$ cat src/rtl/cavlc_bit_packer_pkg.sv
// cavlc_bit_packer_pkg: constants, state encoding and length helper for the CAVLC bit packer.
package cavlc_bit_packer_pkg;
    localparam int WORD_W = 16;
    localparam int ACC_W = 32;
    typedef enum logic [1:0] {PK_RUN, PK_FLUSH, PK_DONE} pk_state_e;
    // Lengths above 16 are treated as 16.
    function automatic logic [4:0] eff_len(input logic [4:0] len);
        return (len > 5'd16) ? 5'd16 : len;
    endfunction
endpackage

$ cat src/rtl/cavlc_bit_packer_if.sv
// cavlc_bit_packer_if: codeword input and packed-word output handshake bundle.
interface cavlc_bit_packer_if;
    import cavlc_bit_packer_pkg::*;
    logic in_valid;
    logic [15:0] in_code;
    logic [4:0] in_len;
    logic in_ready;
    logic flush;
    logic [0:WORD_W-1] out_word;
    logic out_valid;
    logic out_ready;
    logic flush_done;
    logic [15:0] bit_count;
    modport master(
        output in_valid, in_code, in_len, flush, out_ready,
        input in_ready, out_word, out_valid, flush_done, bit_count
    );
    modport slave(
        input in_valid, in_code, in_len, flush, out_ready,
        output in_ready, out_word, out_valid, flush_done, bit_count
    );
endinterface

$ cat src/rtl/cavlc_bit_packer_align.sv
// cavlc_bit_align: places a right-aligned codeword at stream offset off within a 32-bit field.
module cavlc_bit_align
    import cavlc_bit_packer_pkg::*;
(
    input  logic [15:0]      code,
    input  logic [4:0]       len,
    input  logic [4:0]       off,
    output logic [ACC_W-1:0] field
);
    logic [15:0] mask;
    logic [5:0] sh;
    // Stream position p lives at field bit ACC_W-1-p; the codeword's last bit lands at 32-off-len.
    always_comb begin
        mask = len[4] ? 16'hFFFF : (16'd1 << len[3:0]) - 16'd1;
        sh = 6'd32 - {1'b0, off} - {1'b0, len};
        field = {16'b0, code & mask} << sh;
    end
endmodule

$ cat src/rtl/cavlc_bit_packer.sv
// cavlc_bit_packer: packs 0..16-bit codewords MSB-first into 16-bit rbsp words, with zero-padded flush.
module cavlc_bit_packer
    import cavlc_bit_packer_pkg::*;
(
    input logic clk,
    input logic rst,
    input logic ena,
    cavlc_bit_packer_if.slave bus
);
    pk_state_e state_q, state_d;
    logic [ACC_W-1:0] acc_q, acc_d, placed;
    logic [4:0] fill_q, fill_d, fill_b, len_eff;
    logic [0:WORD_W-1] out_word_q, out_word_d;
    logic out_valid_q, out_valid_d, flush_done_q, flush_done_d;
    logic [15:0] bit_count_q, bit_count_d;
    logic slot_free, drain, pad, in_ready, accept;

    cavlc_bit_align u_align (
        .code  (bus.in_code),
        .len   (len_eff),
        .off   (fill_b),
        .field (placed)
    );

    // Accumulator bit ACC_W-1 is the oldest stream bit; drains take the top WORD_W bits.
    always_comb begin
        len_eff = eff_len(bus.in_len);
        slot_free = !out_valid_q || bus.out_ready;
        drain = fill_q[4] && slot_free;
        pad = state_q == PK_FLUSH && fill_q != 5'd0 && !fill_q[4] && slot_free;
        in_ready = !rst && ena && state_q == PK_RUN && (!fill_q[4] || drain);
        accept = in_ready && bus.in_valid;
        fill_b = drain ? fill_q - 5'd16 : fill_q;
        acc_d = pad ? '0 : (drain ? acc_q << WORD_W : acc_q) | (accept ? placed : '0);
        fill_d = pad ? 5'd0 : fill_b + (accept ? len_eff : 5'd0);
        out_word_d = drain ? acc_q[ACC_W-1 -: WORD_W]
                   : pad ? acc_q[ACC_W-1 -: WORD_W] & ~(16'hFFFF >> fill_q[3:0])
                   : out_word_q;
        out_valid_d = drain || pad || (out_valid_q && !bus.out_ready);
        state_d = state_q == PK_RUN ? (bus.flush && in_ready ? PK_FLUSH : PK_RUN)
                : state_q == PK_FLUSH ? (fill_q == 5'd0 && slot_free ? PK_DONE : PK_FLUSH)
                : PK_RUN;
        flush_done_d = state_d == PK_DONE;
        bit_count_d = flush_done_d ? '0 : bit_count_q + (accept ? {11'b0, len_eff} : 16'd0);
    end

    always_ff @(posedge clk)
        if (rst) begin
            state_q <= PK_RUN;
            acc_q <= '0;
            fill_q <= '0;
            out_word_q <= '0;
            out_valid_q <= 1'b0;
            flush_done_q <= 1'b0;
            bit_count_q <= '0;
        end else if (ena) begin
            state_q <= state_d;
            acc_q <= acc_d;
            fill_q <= fill_d;
            out_word_q <= out_word_d;
            out_valid_q <= out_valid_d;
            flush_done_q <= flush_done_d;
            bit_count_q <= bit_count_d;
        end

    assign bus.in_ready = in_ready;
    assign bus.out_word = out_word_q;
    assign bus.out_valid = out_valid_q;
    assign bus.flush_done = flush_done_q;
    assign bus.bit_count = bit_count_q;
endmodule
$ cat src/flat_wrapper.sv
// flat-port wrapper written by rule: the top's interface ports become plain ports
module cavlc_bit_packer_flat import cavlc_bit_packer_pkg::*;
  (clk, rst, ena, bus_in_valid, bus_in_code, bus_in_len, bus_flush, bus_out_ready, bus_in_ready, bus_out_word, bus_out_valid, bus_flush_done, bus_bit_count);
  cavlc_bit_packer_if bus_i ();
  input logic clk;
  input logic rst;
  input logic ena;
  input wire logic [$bits(bus_i.in_valid)-1:0] bus_in_valid;
  input wire logic [$bits(bus_i.in_code)-1:0] bus_in_code;
  input wire logic [$bits(bus_i.in_len)-1:0] bus_in_len;
  input wire logic [$bits(bus_i.flush)-1:0] bus_flush;
  input wire logic [$bits(bus_i.out_ready)-1:0] bus_out_ready;
  output wire logic [$bits(bus_i.in_ready)-1:0] bus_in_ready;
  output wire logic [$bits(bus_i.out_word)-1:0] bus_out_word;
  output wire logic [$bits(bus_i.out_valid)-1:0] bus_out_valid;
  output wire logic [$bits(bus_i.flush_done)-1:0] bus_flush_done;
  output wire logic [$bits(bus_i.bit_count)-1:0] bus_bit_count;
  assign bus_i.in_valid = bus_in_valid;
  assign bus_i.in_code = bus_in_code;
  assign bus_i.in_len = bus_in_len;
  assign bus_i.flush = bus_flush;
  assign bus_i.out_ready = bus_out_ready;
  assign bus_in_ready = bus_i.in_ready;
  assign bus_out_word = bus_i.out_word;
  assign bus_out_valid = bus_i.out_valid;
  assign bus_flush_done = bus_i.flush_done;
  assign bus_bit_count = bus_i.bit_count;
  cavlc_bit_packer u_core (.clk(clk), .rst(rst), .ena(ena), .bus(bus_i));
endmodule
$ cat config.mk
export PLATFORM = sky130hd
export DESIGN_NAME = cavlc_bit_packer_flat
export DESIGN_NICKNAME = d
export VERILOG_FILES = /design/src/rtl/cavlc_bit_packer_pkg.sv /design/src/rtl/cavlc_bit_packer_if.sv /design/src/rtl/cavlc_bit_packer_align.sv /design/src/rtl/cavlc_bit_packer.sv /design/src/flat_wrapper.sv
export SDC_FILE = /design/constraint.sdc
export NUM_CORES = 1
export LEC_CHECK = 0
export CAP_MARGIN = 10
export CORE_ASPECT_RATIO = 0.6
export CORE_UTILIZATION = 35
export DETAILED_ROUTE_END_ITERATION = 7
export PLACE_DENSITY = 0.67
export SYNTH_ARGS = -nofsm -noshare
export SYNTH_HDL_FRONTEND = slang
export SYNTH_SLANG_ARGS = --single-unit
$ cat constraint.sdc
create_clock -name clk -period 3.9 [get_ports clk]
set_clock_uncertainty 0.15 [all_clocks]
set_input_delay 0.78 -clock clk [delete_from_list [all_inputs] [get_ports clk]]
set_output_delay 0.78 -clock clk [all_outputs]
set_load 0.005 [all_outputs]
==> results.py <==
metrics = {
    "run_status": {
        "status": "complete, no violations",
    },
    "clocking": {
        "clk_pin_slew_ns": 0.06,
        "clock_path_buffers": 2,
        "cts_tree": "yes",
        "htree_levels": 3,
        "cts_sinks": 73,
        "clock-root-buffer": "clkbuf_16",
        "clkLatencyLatePin_ns": 0.34,
        "hold_buffers": 0,
        "cts_buffers": 9,
    },
    "yosys": {
        "synth_cells": 675,
        "synthArstFlopShare_pct": 0,
        "syn_avg_cell_area_sq_um": 7.67,
        "synth_nets": 724,
        "netlist_area_sq_um": 5180,
        "ys_ff_latch": 73,
        "seq_area_frac_synth_pct": 28.2,
        "yosysWarnings": 0,
        "ys.flop_type": "dfxtp_1",
        "synth.area.top_cells": "dfxtp_1, nand2_1, a21oi_1",
        "synth.distinct_cells": 83,
        "synth-edff-count": 0,
        "yosys.area.top_type": "dfxtp_1",
        "synth_top_cell_area_share_pct": 28.2,
    },
    "grt": {
        "antenna_found_initial": 0,
        "grt_pass1_wl_microns": 27200,
        "grt_pass1_vias": 5114,
        "grt_remaining_overflow": 0,
        "grt_max_degree": 46,
        "grt_util_all_layers_pct": 22.6,
    },
    "detailed_routing": {
        "wl_microns": 17100,
        "antenna_left": 0,
        "routedWlPerCell_microns": 16.7,
        "first_pass_iters": 5,
        "via_count": 5735,
        "vias_per_cell": 5.61,
        "drt_drc_violations_left": 0,
        "dr.first_iter.drc_count": 608,
    },
    "finish": {
        "final_nets": 868,
        "diodes": 0,
        "nFillCells": 1430,
        "final_cell_count_no_fill": 1022,
        "areaGrowthSynthToFinish_pct": 38.3,
        "final_util_pct": 49.5,
        "layout-drive-gt1-share_pct": 21.1,
    },
    "setup_path": {
        "end_kind": "flop",
        "crit_required_ns": 4.04,
        "rr_startpoint": "u_core.fill_q[0]",
        "critPathMaxFanout": 14,
        "crit_type": "input port to flop",
        "cp_top_family": "compound AO/OA/AOI/OAI gates",
        "startpoint": "bus_in_len[1]",
        "slowest_stage": "o21ai_0",
        "crit_chain": "clkdlybuf4s50_1 -> or2_1 -> or3_1 -> ha_2 -> buf_4 -> nand2b_1 -> o32ai_1 -> o21ai_0 -> o21ai_1 -> mux2_2 -> a211oi_1 -> buf_4 -> o22a_1",
        "crit_top_cell": "buf_4",
        "critPathMaxStageDelay_ns": 0.46,
        "cp.buffers_inverters": 3,
        "worstPathArrival_ns": 3.90,
        "start_kind": "input port",
    },
    "power": {
        "ir_worst_vdd_mv": 0.192,
        "swShare_pct": 29.7,
        "p_switching_uw": 736,
        "clkPwrFrac_pct": 38.1,
        "p_leak_nw": 2.81,
        "pwr-share-seq_pct": 31.2,
        "cellPowerDensity_nw_per_um2": 345,
        "p_int_mw": 1.74,
        "p_comb_share_pct": 30.7,
    },
    "sta": {
        "period_minus_slack_ns": 3.76,
        "worst_pin_slew_ns": 0.593,
        "fin_crit_sh_pct": 96.5,
        "finalHoldViolCount": 0,
        "finalWorstSetupSlack_ns": 0.135,
        "setup_viol": 0,
        "drv_slew": 0,
        "relSlewSlack_pct": 60.3,
        "clock.fmax_mhz": 266,
    },
    "min_path": {
        "holdCritStartpoint": "u_core.bus.out_word[3]",
        "min_path_type": "flop to flop",
    },
    "die": {
        "ios": 62,
        "die_x_microns": 159,
        "rows": 34,
        "coreArea_sq_um": 14500,
        "dieArea_sq_um": 15300,
        "die_y_microns": 96.2,
        "initial_core_util_pct": 35.8,
    },
    "placement": {
        "place_congestion": 0.918,
        "portBuffers": 61,
        "hpwl_microns": 13300,
        "placed_cells": 1003,
        "pre_cts_slack_ns": -0.358,
    },
    "run": {
        "drv_cap": 0,
    },
}
## area by class of cell
type                    instances  area [sq um]  area share (%)
clock buffers                  11           233            3.25
clock inverters                 5           104            1.45
multi-input cells             529          3460            48.4
repair buffers                184          1570            21.9
well taps                     198           248            3.46
inverters                      22          82.6            1.15
flip-flops and latches         73          1460            20.4
## power by group through the flow
stage	registers, mW	clock network (mW)	logic (mW)
detailed placement	0.788	0	0.727
global placement	0.788	0	0.730
finish	0.772	0.943	0.759
floorplan	0.784	0	0.385
CTS	0.772	0.950	0.733
global route	0.773	0.988	0.814
## cells in the mapped netlist (all sizes together), types with 5 or more instances
library cell,number
dfxtp,73
nand2,73
nor2,64
a21oi,52
nand3,40
o21ai,39
clkbuf,27
buf,24
ha,19
a22oi,18
inv,18
xnor2,13
o211ai,12
mux2i,11
nand2b,11
nor3,10
a21o,9
a22o,8
a31oi,8
mux2,8
and3,7
nand4,7
or3,7
a211oi,6
a32oi,6
and2,6
nor4,6
o22ai,6
nor2b,5
o32ai,5
xor2,5
## worst min-delay path: stages (launching register included)
cell and delay [ns]:
dfxtp_1 0.31, nand2_1 0.05, a21oi_1 0.05
## path summary, 6_finish.rpt
kind,depth (start not counted),to,slack [ns]
worst max-delay path,13,u_core.acc_q[17],0.14
worst min-delay path,2,u_core.bus.out_word[3],0.30
worst min register to register,2,u_core.bus.out_word[3],0.30
worst max register to register,10,u_core.acc_q[17],0.63
## cells in the final DEF, fill, tap and decap left out, types with 10 or more instances in the layout
cell type and instances:
ha_1 17, mux2i_1 10, a21oi_1 50, nor3_1 10, inv_1 18, a22oi_1 18, nand3_1 40, nor2_1 63
buf_4 120, o211ai_1 12, dfxtp_1 73, nand2_1 72, xnor2_1 13, clkdlybuf4s50_1 61, o21ai_0 29
## flip-flops by register name, indices dropped and copies added (netlist names)
| signal | flops |
|---|---|
| u_core.fill_q | 5 |
| u_core.state_q | 2 |
| u_core.bus.out_word | 16 |
| u_core.acc_q | 32 |
| u_core.bus.out_valid | 1 |
| u_core.bus.flush_done | 1 |
| u_core.bus.bit_count | 16 |
## kinds of logic (layout without fill, tap and decap cells)
family | Yosys count | count (layout) | share of synthesized area [%]
XOR/XNOR | 18 | 18 | 3.04
AND/OR/NAND/NOR | 253 | 253 | 23.8
AO/OA/AOI/OAI | 217 | 217 | 29.3
multiplexers | 19 | 19 | 4.01
adder cells (fa/ha/maj) | 22 | 22 | 5.75
flip-flops | 73 | 73 | 28.2
buffers and inverters | 73 | 222 | 5.92
## through the flow
stage | hold slack (ns) | setup TNS [ns] | total power [mW] | cell area [sq um]
6_report | 0.299 | 0 | 2.47 | 7160
5_1_grt | 0.321 | -0.0454 | 2.57 | 7160
4_1_cts | 0.302 | 0 | 2.46 | 7100
3_5_place_dp | 0.294 | -5.20 | 1.51 | 6760
3_3_place_gp | 0.291 | -3.75 | 1.52 | 6760
2_1_floorplan | 0.282 | 0 | 1.17 | 5180
## routing by layer
layer / GRT usage, % / wire length, microns
met2: 30.9 / 6590
met4: 4.25 / 144
met1: 34.5 / 8670
met3: 6.03 / 1680
met5: 0 / 0
## repair_timing
action	4_1_cts	5_1_grt
resized for setup	2	12
buffers inserted	0	3
endpoints found under the setup margin	3	21
pin swaps	0	4
(Power assumes the default switching activity.)
